==> src/rtl/video_gen_ctrl.sv <==
// video_gen_ctrl: run controller and AXI-stream frame monitor for the test-pattern source (watchdog under VGC_TIMEOUT_EN)
module video_gen_ctrl #(
    parameter int FRAME_W = 16,
    parameter int TIMEOUT = 1048576
) (
    input  logic               pclk,
    input  logic               prst,
    input  logic               start,
    input  logic               stop,
    input  logic [FRAME_W-1:0] frame_limit,
    input  logic [15:0]        hactive,
    input  logic [15:0]        vactive,
    input  logic               axis_tvalid,
    input  logic               axis_tready,
    input  logic               axis_tuser,
    input  logic               axis_tlast,
    output logic               gen_enable,
    output logic               busy,
    output logic [FRAME_W-1:0] frame_cnt,
    output logic               line_len_err,
    output logic               line_cnt_err,
    output logic [15:0]        drop_cnt,
    output logic               err_timeout
);
    typedef enum logic [1:0] {IDLE, ARM, RUN, DRAIN} state_t;
    state_t state;
    logic [FRAME_W-1:0] limit, frame_n;
    logic [15:0] pix_cnt, line_cnt, pix_base, line_base, line_inc, pix_n, line_n;
    logic stop_pend, hs, sof, eol, act, track, restart, len_bad, eof, done, wd_fire;
    assign hs = axis_tvalid & axis_tready;
    assign sof = hs & axis_tuser;
    assign eol = hs & axis_tlast;
    assign busy = state != IDLE;
    assign act = state == ARM || state == RUN;
    // A short frame restarts counting at its sof beat, which is pixel 1 of line 0
    always_comb begin
        track = state == RUN || (state == ARM && sof && !stop);
        restart = state == RUN && sof && line_cnt != 16'd0;
        pix_base = restart ? 16'd0 : pix_cnt;
        line_base = restart ? 16'd0 : line_cnt;
        line_inc = line_base + 16'd1;
        len_bad = eol && (pix_base + 16'd1 != hactive);
        eof = eol && line_inc == vactive;
        pix_n = !hs ? pix_base : eol ? 16'd0 : pix_base + 16'd1;
        line_n = !eol ? line_base : eof ? 16'd0 : line_inc;
        frame_n = eof && frame_cnt != '1 ? frame_cnt + 1'b1 : frame_cnt;
        done = eof && (stop_pend || stop || (limit != '0 && frame_n == limit));
    end
    always_ff @(posedge pclk or posedge prst) begin
        if (prst) begin
            state <= IDLE;
            gen_enable <= 1'b0;
            frame_cnt <= '0;
            limit <= '0;
            line_len_err <= 1'b0;
            line_cnt_err <= 1'b0;
            drop_cnt <= '0;
            stop_pend <= 1'b0;
            pix_cnt <= '0;
            line_cnt <= '0;
        end else begin
            case (state)
                IDLE: if (start) begin
                    state <= ARM;
                    gen_enable <= 1'b1;
                    frame_cnt <= '0;
                    limit <= frame_limit;
                    line_len_err <= 1'b0;
                    line_cnt_err <= 1'b0;
                    drop_cnt <= '0;
                    stop_pend <= 1'b0;
                    pix_cnt <= '0;
                    line_cnt <= '0;
                end
                ARM: if (stop) begin
                    state <= IDLE;
                    gen_enable <= 1'b0;
                end else if (sof) state <= RUN;
                RUN: begin
                    if (stop) stop_pend <= 1'b1;
                    if (done) state <= DRAIN;
                end
                default: begin
                    state <= IDLE;
                    gen_enable <= 1'b0;
                end
            endcase
            if (track) begin
                pix_cnt <= pix_n;
                line_cnt <= line_n;
                frame_cnt <= frame_n;
                if (len_bad) line_len_err <= 1'b1;
                if (restart) line_cnt_err <= 1'b1;
            end
            if (act && axis_tvalid && !axis_tready && drop_cnt != 16'hFFFF) drop_cnt <= drop_cnt + 16'd1;
            if (wd_fire) begin
                state <= IDLE;
                gen_enable <= 1'b0;
            end
        end
    end
`ifdef VGC_TIMEOUT_EN
    localparam int WD_W = $clog2(TIMEOUT + 1);
    logic [WD_W-1:0] wd;
    assign wd_fire = act && !hs && wd == WD_W'(TIMEOUT - 1);
    always_ff @(posedge pclk or posedge prst) begin
        if (prst) begin
            wd <= '0;
            err_timeout <= 1'b0;
        end else begin
            wd <= act && !hs && !wd_fire ? wd + 1'b1 : '0;
            if (state == IDLE && start) err_timeout <= 1'b0;
            else if (wd_fire) err_timeout <= 1'b1;
        end
    end
`else
    assign wd_fire = 1'b0;
    assign err_timeout = 1'b0;
`endif
endmodule

==> config.mk <==
export PLATFORM = sky130hd
export DESIGN_NAME = video_gen_ctrl
export DESIGN_NICKNAME = d
export VERILOG_FILES = /design/src/rtl/video_gen_ctrl.sv
export SDC_FILE = /design/constraint.sdc
export NUM_CORES = 1
export LEC_CHECK = 0
export BUFFER_PORTS_ARGS = -buffer_cell sky130_fd_sc_hd__clkbuf_2
export CORE_AREA = 2 2 103 105
export CTS_CLUSTER_SIZE = 24
export DETAILED_ROUTE_END_ITERATION = 6
export DIE_AREA = 0 0 105 107
export PLACE_DENSITY = 0.92
export SLEW_MARGIN = 20
export SYNTH_ARGS = -nofsm -noshare
export SYNTH_HDL_FRONTEND = slang
export SYNTH_SLANG_ARGS = --single-unit
==> constraint.sdc <==
create_clock -name pclk -period 15.8 [get_ports pclk]
set_input_delay 2.37 -clock pclk [delete_from_list [all_inputs] [get_ports pclk]]
set_output_delay 2.37 -clock pclk [all_outputs]
set_load 0.01 [all_outputs]
==> reports/metrics.csv <==
metric,value,unit
status,completed,
"Seq/Total Area, Yosys",0.347,
placer congestion estimate,0.988,
worst hold slack,514,ps
clk buf depth,2,
Via Count,6276,
Final Core Density,0.682,
total track usage,0.319,
Synth top cells by count,"86 x dfrtp_1, 82 x nand2_1, 68 x o21ai_0, 55 x nor2_1, 50 x nand3_1",
Core Rows,37,
GRT overflow,0,
combinational power share,0.378,
Syn Nets,802,
Num CTS Buffers,9,
synth top area cells,"dfrtp_1 35%, xnor2_1 5.7%, o21ai_0 5.5%",
I/O Buffers,91,
number of global-route vias before repair,5960,
IR Drop Worst-Case VDD,61.7,uV
clock root buffer,clkbuf_8,
Initial DRC Count,656,
Netlist Area Pre-Place,6200,um^2
core footprint,10100,um^2
first-pass GRT wire length,29200,um
Hold WC Path Type,reg2reg,
share of cells above drive strength 1,0.179,
clk_lat worst skew,370,ps
Synth Register Bits,86,
crit-path max FO,19,
die width,105,um
Synth async-reset ratio,1.00,
top-count cell post-synth,dfrtp_1,
initial antenna violation count,0,
Yosys warnings,0,
Max Cap Viol,0,
diode count,0,
Initial Utilization,0.614,
Clk pwr share,0.212,
syn_area_per_cell,8.39,um^2
crit path DAT,7870,ps
Cells after Synth,739,
RSZ-0062 raised after global routing,false,
I/O Pins,93,
"Req. time, crit path",16030,ps
HPWL Detailed,12900,um
largest net degree at the start of global routing,87,
CP Capture Type,flip-flop,
first-pass iteration count of the detailed router,6,
cell taking the most area after synthesis,dfrtp_1,
post_cts resized,0,
drt total wl,17600,um
minimum clock period after layout,7640,ps
Int Power,416,uW
number of flops mapped to enable cells by yosys,0,
"Reg clk slew, reported paths",90,ps
clock sinks,86,
H-Tree Depth,3,
# hold bufs at CTS,0,
DP Worst Slack,7920,ps
DR DRC count,0,
NetSw,292,uW
final setup margin,8160,ps
"Area growth, synth to finish",11.0,%
fin crit share,0.484,
vias per cell,6.61,
Worst Max-Slew Pin Slew,969,ps
antenna-violating nets left,0,
Setup Total Neg Slack,0,ps
Layout Nets,872,
max_slew headroom,0.353,
CP Launch Type,input port,
post-synth cell types,76,
Hold Fails Final Rpt,0,
CTS tree,built,
Post-CTS Setup Bufs,0,
"Slew Viols, Final",0,
top cell type's share of synthesized area,0.347,
Main synth FF type,dfrtp_1,
register share of total power,0.410,
Switching Fraction,0.412,
final setup vio count,0,
Setup CP Type,in2reg,
Leak Pwr,0.00303,uW
Pwr Density,103,nW/um^2
WL/cell,18.5,um
Max Clock Freq,131,MHz
Die Footprint,11200,um^2
final clock skew,12.9,ps
Die Height,107,um
-- worst max-delay path: stages --
cell	delay [ps]
clkbuf_2	100
and3_1	250
and2_1	290
nand2_1	490
buf_4	300
and2_1	190
ha_1	360
nand3_1	190
or4_1	610
xor2_1	190
a211oi_1	340
a21bo_2	270
nor4b_2	600
nor2_1	280
nand2_1	600
nor2_1	90
o21ai_0	200
o31ai_1	120
-- registers in the layout (all words and copies together) (netlist names), 2 cells and up --
| register | cells |
|---|---|
| pix_cnt | 16 |
| drop_cnt | 16 |
| line_cnt | 16 |
| frame_cnt | 16 |
| limit | 16 |
| state | 2 |
-- cell families after synthesis --
| group | synth area share |
|---|---|
| AOI/OAI and AO/OA | 0.207 |
| and+or+nand+nor | 0.262 |
| xor gates and xnor gates | 0.0856 |
| buffers and inverters | 0.0377 |
| adders and majority gates | 0.0141 |
| muxes | 0.0454 |
| DFF | 0.347 |
| other | 0.000605 |
-- area by class of cell --
| type | count | area [um^2] |
|---|---|---|
| inverter | 20 | 76.3 |
| sequential | 86 | 2150 |
| fill | 856 | 3210 |
| tap | 136 | 170 |
| timing repair buffer | 94 | 482 |
| multi-input combinational | 598 | 3820 |
| clock inverter | 6 | 43.8 |
| clock buffer | 10 | 138 |
-- per-stage QoR --
| step | instances | total power [uW] | area (um^2) |
|---|---|---|---|
| after floorplan | 739 | 474 | 6200 |
| after global placement | 934 | 539 | 6690 |
| after detailed placement | 934 | 554 | 6690 |
| after CTS | 950 | 702 | 6870 |
| after global routing | 950 | 750 | 6880 |
| final | 950 | 708 | 6880 |
-- cell usage in the layout (no fill, tap or decap), types with 13 or more instances in the layout --
cell type,synthesis,final
nand3_1,50,50
nor2_1,55,55
and3_1,31,31
xor2_1,18,18
nand2_1,82,82
clkbuf_2,1,91
mux2_2,16,16
o21ai_0,68,68
nand4_1,13,13
xnor2_1,40,40
nor4_1,15,15
dfrtp_1,86,86
a21oi_1,31,29
o31ai_1,19,19
inv_1,20,19
-- power by group through the flow --
stage | clock network, uW | logic, uW | registers [uW]
after floorplan | 0 | 192 | 282
after global placement | 0 | 247 | 292
after detailed placement | 0 | 260 | 294
after CTS | 150 | 263 | 289
after global routing | 161 | 294 | 296
final | 150 | 268 | 291
-- layer usage --
layer | track usage | up-vias | routed length, um
met5 | 0 | - | 0
met4 | 0.155 | 0 | 629
met3 | 0.0632 | 64 | 1680
met2 | 0.512 | 372 | 8370
met1 | 0.415 | 2969 | 6940
li1 | - | 2871 | -
-- path summary, 6_finish.rpt --
path / startpoint / endpoint / slack (ps) / cells after the start
min in group asynchronous: prst / pix_cnt[15]$_DFFE_PP0P_ / 2200 / 3
hold / removal: line_cnt_err$_DFF_PP0_ / line_cnt_err$_DFF_PP0_ / 510 / 2
setup reg to reg: line_cnt[7]$_DFFE_PP0P_ / line_cnt[4]$_DFFE_PP0P_ / 9320 / 17
setup / recovery: axis_tvalid / line_cnt[4]$_DFFE_PP0P_ / 8160 / 18
hold reg to reg: line_cnt_err$_DFF_PP0_ / line_cnt_err$_DFF_PP0_ / 510 / 2
max in group asynchronous: prst / frame_cnt[4]$_DFFE_PP0P_ / 13070 / 3
Note: power is estimated with default switching activity, not from simulation.
